## config.mk

```make
export PLATFORM = sky130hd
export DESIGN_NAME = piso_tx
export DESIGN_NICKNAME = d
export VERILOG_FILES = /design/src/rtl/piso_pkg.sv /design/src/rtl/piso_bit_timer.sv /design/src/rtl/piso_tx.sv
export SDC_FILE = /design/constraint.sdc
export NUM_CORES = 1
export LEC_CHECK = 0
export ABC_AREA = 0
export BUFFER_PORTS_ARGS = -buffer_cell sky130_fd_sc_hd__buf_4
export CAP_MARGIN = 20
export CELL_PAD_IN_SITES_DETAIL_PLACEMENT = 0
export CELL_PAD_IN_SITES_GLOBAL_PLACEMENT = 1
export CORE_AREA = 3 3 52 54
export CTS_CLUSTER_SIZE = 16
export DETAILED_ROUTE_END_ITERATION = 6
export DIE_AREA = 0 0 55 57
export PLACE_DENSITY_LB_ADDON = 0.1
export SLEW_MARGIN = 20
export SYNTH_ARGS = -nofsm -noshare
export SYNTH_HDL_FRONTEND = slang
export SYNTH_SLANG_ARGS = --single-unit
```

## constraint.sdc

```tcl
create_clock -name clk -period 2.1 [get_ports clk]
set_input_delay 0.42 -clock clk [delete_from_list [all_inputs] [get_ports clk]]
set_output_delay 0.42 -clock clk [all_outputs]
set_load 0.005 [all_outputs]
```

## src/rtl/piso_pkg.sv

```systemverilog
// Shared types and width helpers for the piso_tx serial transmitter.
// Optional parity bit is enabled by defining PISO_TX_PARITY_EN.
package piso_pkg;

    // Transmit sequencer states; PAR is only entered with parity enabled.
    typedef enum logic [1:0] {
        IDLE  = 2'd0,
        SHIFT = 2'd1,
        PAR   = 2'd2
    } state_t;

`ifdef PISO_TX_PARITY_EN
    localparam bit PARITY_EN = 1'b1;
`else
    localparam bit PARITY_EN = 1'b0;
`endif

    // Width of the clock-divider counter (0 .. DIV-1).
    function automatic int divcnt_w(input int div);
        return (div > 1) ? $clog2(div) : 1;
    endfunction

    // Width of the bit counter (0 .. DEPTH).
    function automatic int bitcnt_w(input int depth);
        return $clog2(depth + 1);
    endfunction

endpackage

```

## src/rtl/piso_bit_timer.sv

```systemverilog
// Bit-period timer: counts DIV clocks per serial bit and flags the
// first (o_bit_start) and last (o_bit_end) cycle of each period.
// Ports: i_clk, i_rst_n (sync, active-low), i_clear, i_run,
//        o_bit_start, o_bit_end.
module piso_bit_timer
    import piso_pkg::*;
#(
    parameter int DIV = 1
) (
    input  logic i_clk,
    input  logic i_rst_n,
    input  logic i_clear,
    input  logic i_run,
    output logic o_bit_start,
    output logic o_bit_end
);

    localparam int DCW = divcnt_w(DIV);
    localparam logic [DCW-1:0] DIV_LAST = DCW'(DIV - 1);

    logic [DCW-1:0] r_divcnt;
    logic           w_end;

    // With DIV=1 the counter is pinned at 0, so start and end coincide.
    assign w_end = (r_divcnt == DIV_LAST);

    always_ff @(posedge i_clk) begin
        if (!i_rst_n) begin
            r_divcnt <= '0;
        end else if (i_clear) begin
            r_divcnt <= '0;
        end else if (i_run) begin
            r_divcnt <= w_end ? '0 : r_divcnt + DCW'(1);
        end
    end

    assign o_bit_start = i_run & (r_divcnt == '0);
    assign o_bit_end   = i_run & w_end;

endmodule

```

## src/rtl/piso_tx.sv

```systemverilog
// Parallel-in serial-out transmitter: takes a DEPTH-bit word over a
// valid/ready handshake and sends it LSB-first, DIV clocks per bit.
// Ports: clk, rst_n (sync, active-low), din/din_valid/din_ready (input
//        handshake), sdo/sdo_en (serial data + per-bit strobe),
//        busy (transfer active), done (one-cycle end-of-word pulse).
// Macro PISO_TX_PARITY_EN appends an even-parity bit period.
module piso_tx
    import piso_pkg::*;
#(
    parameter int DEPTH = 4,
    parameter int DIV   = 1
) (
    input  logic             clk,
    input  logic             rst_n,
    input  logic [DEPTH-1:0] din,
    input  logic             din_valid,
    output logic             din_ready,
    output logic             sdo,
    output logic             sdo_en,
    output logic             busy,
    output logic             done
);

    localparam int BCW = bitcnt_w(DEPTH);
    localparam logic [BCW-1:0] BIT_LAST = BCW'(DEPTH - 1);

    state_t           r_state;
    state_t           w_nxt_state;
    logic [DEPTH-1:0] r_shreg;
    logic [DEPTH-1:0] w_nxt_shreg;
    logic [BCW-1:0]   r_bitcnt;
    logic [BCW-1:0]   w_nxt_bitcnt;
    logic             r_sdo;
    logic             r_sdo_en;
    logic             r_busy;
    logic             r_done;
    logic             w_nxt_sdo;
    logic             w_nxt_sdo_en;
    logic             w_nxt_done;
    logic             w_accept;
    logic             w_run;
    logic             w_bit_start;
    logic             w_bit_end;
    logic             w_last_bit;
    logic             w_par_bit;

`ifdef PISO_TX_PARITY_EN
    logic r_par;

    always_ff @(posedge clk) begin
        if (!rst_n) begin
            r_par <= 1'b0;
        end else if (w_accept) begin
            r_par <= ^din;
        end
    end

    assign w_par_bit = r_par;
`else
    assign w_par_bit = 1'b0;
`endif

    assign din_ready = (r_state == IDLE) & rst_n;
    assign w_accept  = din_valid & din_ready;
    assign w_run     = (r_state != IDLE);

    piso_bit_timer #(
        .DIV(DIV)
    ) u_timer (
        .i_clk      (clk),
        .i_rst_n    (rst_n),
        .i_clear    (w_accept),
        .i_run      (w_run),
        .o_bit_start(w_bit_start),
        .o_bit_end  (w_bit_end)
    );

    assign w_last_bit = (r_state == SHIFT) & w_bit_end &
                        (r_bitcnt == BIT_LAST);

    // The shifter drops the current bit as its period begins, so at the
    // period end the next bit to send already sits in w_nxt_shreg[0].
    always_comb begin
        w_nxt_state  = r_state;
        w_nxt_shreg  = r_shreg;
        w_nxt_bitcnt = r_bitcnt;
        w_nxt_done   = 1'b0;
        case (r_state)
            IDLE: begin
                if (w_accept) begin
                    w_nxt_state  = SHIFT;
                    w_nxt_shreg  = din;
                    w_nxt_bitcnt = '0;
                end
            end
            SHIFT: begin
                if (w_bit_start) begin
                    w_nxt_shreg = r_shreg >> 1;
                end
                if (w_bit_end) begin
                    if (r_bitcnt == BIT_LAST) begin
                        w_nxt_bitcnt = '0;
                        if (PARITY_EN) begin
                            w_nxt_state = PAR;
                        end else begin
                            w_nxt_state = IDLE;
                            w_nxt_done  = 1'b1;
                        end
                    end else begin
                        w_nxt_bitcnt = r_bitcnt + BCW'(1);
                    end
                end
            end
            PAR: begin
                if (w_bit_end) begin
                    w_nxt_state = IDLE;
                    w_nxt_done  = 1'b1;
                end
            end
            default: begin
                w_nxt_state = IDLE;
            end
        endcase
    end

    // Registered outputs are loaded with the values of the coming cycle.
    always_comb begin
        w_nxt_sdo = r_sdo;
        if (w_accept) begin
            w_nxt_sdo = din[0];
        end else if (w_last_bit) begin
            w_nxt_sdo = PARITY_EN ? w_par_bit : 1'b0;
        end else if (w_bit_end) begin
            w_nxt_sdo = (r_state == SHIFT) ? w_nxt_shreg[0] : 1'b0;
        end
    end

    assign w_nxt_sdo_en = w_accept | (w_bit_end & (w_nxt_state != IDLE));

    always_ff @(posedge clk) begin
        if (!rst_n) begin
            r_state  <= IDLE;
            r_shreg  <= '0;
            r_bitcnt <= '0;
            r_sdo    <= 1'b0;
            r_sdo_en <= 1'b0;
            r_busy   <= 1'b0;
            r_done   <= 1'b0;
        end else begin
            r_state  <= w_nxt_state;
            r_shreg  <= w_nxt_shreg;
            r_bitcnt <= w_nxt_bitcnt;
            r_sdo    <= w_nxt_sdo;
            r_sdo_en <= w_nxt_sdo_en;
            r_busy   <= (w_nxt_state != IDLE);
            r_done   <= w_nxt_done;
        end
    end

    assign sdo    = r_sdo;
    assign sdo_en = r_sdo_en;
    assign busy   = r_busy;
    assign done   = r_done;

endmodule

```

==> flow_metrics.env, run 1 <==
export IMPL_ioPinCount=12
export IMPL_max_freq_mhz=520
export IMPL_nets=99
export IMPL_holdBufCountCts=0
export IMPL_multi_input_area_um2=390
export IMPL_gp_congestion=0.708
export IMPL_slew_headroom=0.757
export IMPL_synth_cells=72
export IMPL_overflow=0
export IMPL_die_h_um=57
export IMPL_ant_nets=0
export IMPL_p_leak_nw=0.344
export IMPL_cts_buffers=3
export IMPL_cp_arrival_ns=1.50
export IMPL_setup_viol=0
export IMPL_grt_use_met2=0.149
export IMPL_cts_tree="built"
export IMPL_cts_sinks=13
export IMPL_synth_area_leaders="dfxtp_1 38%, ha_1 13%, nand2_1 5.0%"
export IMPL_fillers=266
export IMPL_grt_pass1_wl_mm=2.33
export IMPL_antenna_found_initial=0
export IMPL_cts_setup_buffers=0
export IMPL_crit_required_ns=1.68
export IMPL_preCtsSetupSlack_ns=0.335
export IMPL_min_path_type="in2reg"
export IMPL_min_from="rst_n"
export IMPL_worst_pin_slew_ns=0.365
export IMPL_htree_levels=1
export IMPL_numPortBuffers=11
export IMPL_vias=546
export IMPL_grt_max_degree=15
export IMPL_timing_rr_start="r_state[0]"
export IMPL_fp_dieArea_um2=3140
export IMPL_finalHoldWorstSlack_ns=0.459
export IMPL_ys_flop_type="dfxtp_1"
export IMPL_synth_warnings=0
export IMPL_cts_root_buf="clkbuf_4"
export IMPL_reg2reg_depth=5
export IMPL_crit_fanout=12
export IMPL_path_class="reg2out"
export IMPL_diodes=0
export IMPL_clock_latency_ns=0.28
export IMPL_drc_errors=0
export IMPL_drt_wl_total_mm=1.39
export IMPL_maxCapViolations=0
export IMPL_regArea_um2=260
export IMPL_layout_commonest_cell="dfxtp_1"
export IMPL_rsz0062_at_grt="no"
export IMPL_synth_edf_count=0
export IMPL_clk_pin_slew_ns=0.08
export IMPL_yosysTopAreaCell="dfxtp_1"
export IMPL_core_area_um2=2250
export IMPL_cts_repair_resized=0
export IMPL_status="completed"
export IMPL_slowest_stage="dfxtp_1"
export IMPL_viasPerCell=4.88
export IMPL_ff2ff_setup_slack_ns=0.32
export IMPL_fin_tns_setup_ns=0
export IMPL_r2r_end="sdo_en"
export IMPL_synth_distinct_cells=31
export IMPL_period_share=0.917
export IMPL_layout_min_cycle_time_ns=1.92
export IMPL_layout_cells_most_common_list="13 x dfxtp_1, 11 x buf_4, 9 x nand2_1"
export IMPL_skew_ns=0.00112
export IMPL_synth_top_area_share=0.384
export IMPL_synth_nets=86
export IMPL_drive_above_1_share=0.226
export IMPL_dp_hpwl_mm=1.07
export IMPL_place_area_um2=776
export IMPL_p_per_area_nw_per_um2=660
export IMPL_fin_ws_ns=0.175
export IMPL_start_util=0.301
export IMPL_synth_avg_cell_area_um2=9.42
export IMPL_busiest_layer="met2"
export IMPL_hold_viol_final=0
export IMPL_globalRouteMet3Util=0.0339
export IMPL_startpoint="r_state[0]"
export IMPL_met1_usage=0.133
export IMPL_start_kind="flip-flop"
export IMPL_utilization=0.356
export IMPL_grt_pass1_vias=529
export IMPL_first_iter_violations=4
export IMPL_peakVddDrop_v=0.000288
export IMPL_cpPeakStageDelay_ns=0.42
export IMPL_design_area_um2=802
export IMPL_dr_pass1_iters=4
export IMPL_endpoint="din_ready"
export IMPL_cts_buffer_depth=2
export IMPL_synth_seq_cells=13
export IMPL_yosysSeqAreaShare=0.384
export IMPL_path_cells="inv_1 > ha_1 > and2_1 > buf_4"
export IMPL_wl_per_cell_um=12.4
export IMPL_worst_setup_path_end_kind="primary output"
export IMPL_area_growth_synth_to_final_pct=18.3
export IMPL_synth_area_um2=678
export IMPL_ys_async_sr_fraction=0
export IMPL_die_x_um=55
export IMPL_drv_slew=0
export IMPL_rows=17
export IMPL_grt_usage=0.104
[cell usage after synthesis, types with 2 or more instances]
master	n
nor2_1	2
o22ai_1	3
nand2_1	9
a21boi_0	2
dfxtp_1	13
inv_1	2
ha_1	7
o21ai_0	3
a21oi_1	4
nand2b_1	3
nand3_1	2
o21a_1	2
o221a_2	2
[power by group]
group,leakage [nW],total (mW),internal [mW],switching [mW]
clock network,0.0150,0.164,0.0738,0.0900
logic,0.223,0.0943,0.0463,0.0479
registers,0.107,0.272,0.262,0.00941
[worst min path at each step]
stage / endpoint / slack, ns / cells after the start
global placement: r_bitcnt[1] / 0.46 / 2
global route: done / 0.46 / 2
finish: done / 0.46 / 2
floorplan: r_shreg[1] / 0.44 / 1
detailed placement: r_shreg[2] / 0.46 / 1
CTS: done / 0.46 / 2
[registers in the layout, indices dropped and copies added (netlist names)]
signal / cells
done: 1
r_state: 2
r_bitcnt: 3
sdo: 1
r_shreg: 4
busy: 1
sdo_en: 1
[final cells by class]
cell class                 instances  share of cell area
tap                               28              0.0437
timing repair buffer              11               0.103
inverter                           2             0.00936
clock buffer                       4              0.0328
multi-input combinational         54               0.487
sequential                        13               0.324
[stage by stage]
step / total power, mW / instances
6_report: 0.530 / 112
5_1_grt: 0.560 / 112
4_1_cts: 0.536 / 112
3_5_place_dp: 0.373 / 108
3_3_place_gp: 0.373 / 108
2_1_floorplan: 0.341 / 72
[cell families after synthesis]
kind of cell,synth area share
DFF,0.384
muxes,0.0166
AOI/OAI and AO/OA,0.205
buffers and inverters,0.0406
adders and majority gates,0.129
and+or+nand+nor,0.225
[routing by layer]
metal / wire length, µm / up-vias
li1: - / 284
met5: 0 / -
met1: 677 / 248
met3: 69 / 4
met4: 34 / 0
met2: 614 / 10
[critical path: cells and delay by family, from the launching register on]
| kind | cells | cell delay (ns) |
|---|---|---|
| DFF | 1 | 0.42 |
| buffers and inverters | 2 | 0.25 |
| and+or+nand+nor | 1 | 0.20 |
| adders and majority gates | 1 | 0.35 |
No activity file was read; power rests on OpenSTA's default activity.
==> run 2, diff against run 1 <==
--- a/config.mk
+++ b/config.mk
@@ -11,10 +11,12 @@
 export CELL_PAD_IN_SITES_DETAIL_PLACEMENT = 0
 export CELL_PAD_IN_SITES_GLOBAL_PLACEMENT = 1
 export CORE_AREA = 3 3 52 54
+export CTS_CLUSTER_DIAMETER = 120
 export CTS_CLUSTER_SIZE = 16
 export DETAILED_ROUTE_END_ITERATION = 6
 export DIE_AREA = 0 0 55 57
 export PLACE_DENSITY_LB_ADDON = 0.1
+export SETUP_SLACK_MARGIN = 0.3
 export SLEW_MARGIN = 20
 export SYNTH_ARGS = -nofsm -noshare
 export SYNTH_HDL_FRONTEND = slang
==> constraint.sdc (replaced) <==
create_clock -name clk -period 2.1 [get_ports clk]
set_input_delay 0.42 -clock clk [delete_from_list [all_inputs] [get_ports clk]]
set_output_delay 0.42 -clock clk [all_outputs]
set_load 0.01 [all_outputs]
==> run 2 against run 1 <==
Die area stayed put. Largest cell class unchanged. Sequential share of layout area is 0.29 points lower. Sequential cell count unchanged. Combinational power increased by 7%. Wire length fell by 0.50%.
==> flow_metrics.env, run 2 (synthesized netlist as in run 1, its figures left out) <==
export IMPL_busiest_layer="met2"
export IMPL_power_frac_comb=0.187
export IMPL_hold_viol_final=0
export IMPL_grt_pass1_wl_mm=2.33
export IMPL_diodes=0
export IMPL_overflow=0
export IMPL_reg_top3="r_shreg (4), r_bitcnt (3), r_state (2)"
export IMPL_slew_headroom=0.752
export IMPL_grt_max_degree=15
export IMPL_seq_power_share=0.507
export IMPL_maxCapViolations=0
export IMPL_top_register="r_shreg"
export IMPL_start_kind="flip-flop"
export IMPL_grt_pass1_vias=529
export IMPL_area_growth_synth_to_final_pct=20.5
export IMPL_status="completed"
export IMPL_layout_min_cycle_time_ns=1.71
export IMPL_cp_arrival_ns=1.29
export IMPL_first_iter_violations=4
export IMPL_period_share=0.816
export IMPL_largest_register_ff_count=4
export IMPL_worst_pin_slew_ns=0.372
export IMPL_layout_cells_most_common_list="11 x dfxtp_1, 11 x buf_4, 9 x nand2_1"
export IMPL_die_x_um=55
export IMPL_fillers=264
export IMPL_min_path_type="in2reg"
export IMPL_peakVddDrop_v=0.000290
export IMPL_intPower_mw=0.386
export IMPL_utilization=0.362
export IMPL_crit_fanout=12
export IMPL_cp_num_buf_inv=2
export IMPL_fp_dieArea_um2=3140
export IMPL_layoutNonFillerInstCount=112
export IMPL_grt_use_met2=0.149
export IMPL_path_class="reg2out"
export IMPL_pwr_share_clk=0.306
export IMPL_cts_buffers=3
export IMPL_drive_above_1_share=0.262
export IMPL_slowest_stage="dfxtp_2"
export IMPL_gp_congestion=0.708
export IMPL_preCtsSetupSlack_ns=0.335
export IMPL_met1_usage=0.133
export IMPL_cts_setup_buffers=0
export IMPL_design_area_um2=817
export IMPL_numPortBuffers=11
export IMPL_grt_usage=0.104
export IMPL_antenna_found_initial=0
export IMPL_core_area_um2=2250
export IMPL_viasPerCell=4.88
export IMPL_p_leak_nw=0.346
export IMPL_place_area_um2=776
export IMPL_finalHoldWorstSlack_ns=0.454
export IMPL_critPathTopFamily="flip-flops"
export IMPL_die_h_um=57
export IMPL_ant_nets=0
export IMPL_max_freq_mhz=584
export IMPL_clock_latency_ns=0.28
export IMPL_cts_buffer_depth=2
export IMPL_drv_slew=0
export IMPL_rsz0062_at_grt="yes"
export IMPL_fin_tns_setup_ns=0
export IMPL_holdBufCountCts=0
export IMPL_cts_tree="built"
export IMPL_vias=547
export IMPL_clk_pin_slew_ns=0.09
export IMPL_rows=17
export IMPL_crit_required_ns=1.68
export IMPL_power_total_mw=0.537
export IMPL_setup_viol=0
export IMPL_cts_root_buf="clkbuf_4"
export IMPL_switchingPower_mw=0.152
export IMPL_fin_ws_ns=0.387
export IMPL_p_per_area_nw_per_um2=657
export IMPL_switching_share=0.282
export IMPL_ioPinCount=12
export IMPL_wl_per_cell_um=12.4
export IMPL_worst_setup_path_end_kind="primary output"
export IMPL_cts_sinks=13
export IMPL_path_cells="inv_1 > ha_4 > and2_1 > buf_4"
export IMPL_dr_pass1_iters=4
export IMPL_skew_ns=0.000829
export IMPL_start_util=0.301
export IMPL_nets=99
export IMPL_drc_errors=0
export IMPL_htree_levels=1
export IMPL_dp_hpwl_mm=1.07
export IMPL_cpPeakStageDelay_ns=0.36
export IMPL_globalRouteMet3Util=0.0339
export IMPL_drt_wl_total_mm=1.39
export IMPL_dp_cells=108
run 2: cell count changes in the layout (fill, tap and decap cells not counted):
cell / before / now
ha_4: 0 / 1
dfxtp_1: 13 / 11
dfxtp_2: 0 / 2
ha_1: 7 / 6
run 2: metal layers:
layer | part of all wire | up-vias
met4 | 0.025 | 0
met5 | 0 | -
met2 | 0.44 | 10
met3 | 0.050 | 4
li1 | - | 284
met1 | 0.48 | 249
run 2: worst paths after layout:
| path | from | endpoint | slack [ns] | cells after the start |
|---|---|---|---|---|
| worst max register to register | r_state[1] | sdo_en | 0.43 | 5 |
| worst max-delay path | r_state[0] | din_ready | 0.39 | 4 |
| worst min register to register | r_bitcnt[1] | r_bitcnt[1] | 0.48 | 2 |
| worst min-delay path | rst_n | done | 0.45 | 2 |
run 2: power by group through the flow:
stage               sequential (mW)  combinational (mW)  clock [mW]
detailed placement            0.278              0.0983           0
CTS                           0.272              0.0995       0.168
global placement              0.278              0.0988           0
floorplan                     0.278              0.0656           0
global route                  0.275               0.114       0.179
finish                        0.272               0.101       0.165
run 2: what timing repair did:
item | 4_1_cts | 5_1_grt
hold endpoints to repair | 0 | 0
resized for setup | 3 | 1
setup endpoints to repair | 1 | 1
run 2: final cells by class:
type / count / area [µm²] / area share
flip-flops and latches: 13 / 263 / 0.322
clock buffers: 4 / 26.3 / 0.0322
repair buffers: 11 / 82.6 / 0.101
inverters: 2 / 7.51 / 0.00919
well taps: 28 / 35.0 / 0.0429
multi-input cells: 54 / 403 / 0.493
==> run 3, diff against run 2 <==
==> constraint.sdc (replaced) <==
create_clock -name clk -period 1.75 [get_ports clk]
set_input_delay 0.35 -clock clk [delete_from_list [all_inputs] [get_ports clk]]
set_output_delay 0.35 -clock clk [all_outputs]
set_load 0.01 [all_outputs]
==> run 3 against run 2 <==
Non-clock buffer count up 12. Count of clock-buffer cells in the layout unchanged. Worst setup slack worse by 0.12 ns. Cell count up 11%. Register-to-register slack worse by 0.12 ns. Global-route usage up 2.2 points. Sequential power up 20%. Core utilization up 5.6 points. Critical endpoint unchanged. Largest power group unchanged.
==> flow_metrics.env, run 3 (synthesized netlist as in run 1, its figures left out) <==
export IMPL_setup_viol=0
export IMPL_fillers=226
export IMPL_path_class="reg2out"
export IMPL_antenna_found_initial=0
export IMPL_dr_pass1_iters=4
export IMPL_intPower_mw=0.490
export IMPL_core_area_um2=2250
export IMPL_seq_power_share=0.480
export IMPL_htree_levels=1
export IMPL_p_leak_nw=0.413
export IMPL_nets=111
export IMPL_viasPerCell=4.96
export IMPL_cts_buffer_depth=2
export IMPL_drv_slew=0
export IMPL_skew_ns=0.00953
export IMPL_grt_usage=0.126
export IMPL_holdBufCountCts=0
export IMPL_maxCapViolations=0
export IMPL_ioPinCount=12
export IMPL_rows=17
export IMPL_fp_dieArea_um2=3140
export IMPL_overflow=0
export IMPL_design_area_um2=943
export IMPL_gp_congestion=0.727
export IMPL_dp_hpwl_mm=1.15
export IMPL_grt_max_degree=15
export IMPL_worst_pin_slew_ns=0.188
export IMPL_reg_top3="r_shreg (4), r_bitcnt (3), r_state (2)"
export IMPL_top_register="r_shreg"
export IMPL_crit_required_ns=1.40
export IMPL_area_growth_synth_to_final_pct=39.1
export IMPL_switching_share=0.278
export IMPL_drc_errors=0
export IMPL_fin_ws_ns=0.271
export IMPL_min_path_type="in2reg"
export IMPL_vias=615
export IMPL_utilization=0.418
export IMPL_p_per_area_nw_per_um2=720
export IMPL_period_share=0.845
export IMPL_layout_cells_most_common_list="21 x buf_4, 11 x dfxtp_1, 9 x nand2_1"
export IMPL_drive_above_1_share=0.396
export IMPL_die_x_um=55
export IMPL_slew_headroom=0.875
export IMPL_status="completed"
export IMPL_layout_commonest_cell="buf_4"
export IMPL_cp_arrival_ns=1.13
export IMPL_grt_pass1_wl_mm=2.84
export IMPL_largest_register_ff_count=4
export IMPL_layout_min_cycle_time_ns=1.48
export IMPL_crit_fanout=5
export IMPL_diodes=0
export IMPL_power_frac_comb=0.239
export IMPL_rsz0062_at_grt="yes"
export IMPL_start_kind="flip-flop"
export IMPL_clk_pin_slew_ns=0.09
export IMPL_start_util=0.301
export IMPL_pwr_share_clk=0.281
export IMPL_preCtsSetupSlack_ns=0.157
export IMPL_numPortBuffers=11
export IMPL_worst_setup_path_end_kind="primary output"
export IMPL_layoutNonFillerInstCount=124
export IMPL_hold_viol_final=0
export IMPL_die_h_um=57
export IMPL_cts_tree="built"
export IMPL_drt_wl_total_mm=1.67
export IMPL_grt_pass1_vias=610
export IMPL_dp_cells=112
export IMPL_cts_buffers=3
export IMPL_max_freq_mhz=676
export IMPL_switchingPower_mw=0.189
export IMPL_cts_root_buf="clkbuf_4"
export IMPL_fin_tns_setup_ns=0
export IMPL_wl_per_cell_um=13.5
export IMPL_clock_latency_ns=0.28
export IMPL_place_area_um2=808
export IMPL_cts_sinks=13
export IMPL_peakVddDrop_v=0.000427
export IMPL_ant_nets=0
export IMPL_first_iter_violations=12
==> run 3: cell count changes in the layout (fill, tap and decap cells not counted), sizes merged <==
cell and delta:
buf +12
==> run 3: timing repair <==
| action | in CTS | in global routing |
|---|---|---|
| pin swaps | 1 | 2 |
| cloned | 0 | 0 |
| endpoints found under the setup margin | 11 | 9 |
| buffers inserted | 6 | 2 |
| resized for setup | 11 | 3 |
| hold endpoints to repair | 0 | 0 |
==> run 3: area by class of cell <==
type / instances / area, µm² / area share
clock buffers: 4 / 26.3 / 0.0279
repair buffers: 23 / 180 / 0.191
flip-flops and latches: 13 / 268 / 0.284
well taps: 28 / 35.0 / 0.0371
inverters: 2 / 12.5 / 0.0133
multi-input cells: 54 / 422 / 0.447
==> run 3: power groups by stage <==
stage          registers [mW]  clock network (mW)  logic, mW
2_1_floorplan           0.334                   0     0.0788
3_3_place_gp            0.333                   0      0.128
3_5_place_dp            0.334                   0      0.128
4_1_cts                 0.325               0.204      0.151
5_1_grt                 0.329               0.219      0.180
6_report                0.326               0.191      0.163
==> run 3: worst paths after layout <==
kind                                 start          to  slack, ns  cells past startpoint
worst max-delay path            r_state[0]   din_ready       0.27                      4
worst min-delay path                 rst_n        done       0.39                      2
worst max register to register  r_state[0]      sdo_en       0.31                      4
worst min register to register  r_shreg[2]  r_shreg[2]       0.47                      1
==> run 3: layer usage <==
layer  wire (µm)  global-route usage  vias to the layer above
met1         803               0.171                      284
met2         756               0.181                       18
met3          94              0.0574                        2
li1            -                   -                      311
met5           0                   0                        -
met4          18              0.0313                        0
==> run 3: stage by stage <==
step	total power, mW	hold slack, ns
after floorplan	0.413	0.437
after global placement	0.462	0.456
after detailed placement	0.462	0.460
after CTS	0.680	0.376
after global routing	0.728	0.382
final	0.680	0.393
==> run 3: worst max-delay path, stage by stage (launching register included) <==
cell     delay [ns]
dfxtp_4        0.39
inv_4          0.04
ha_4           0.16
and2_4         0.14
buf_6          0.11
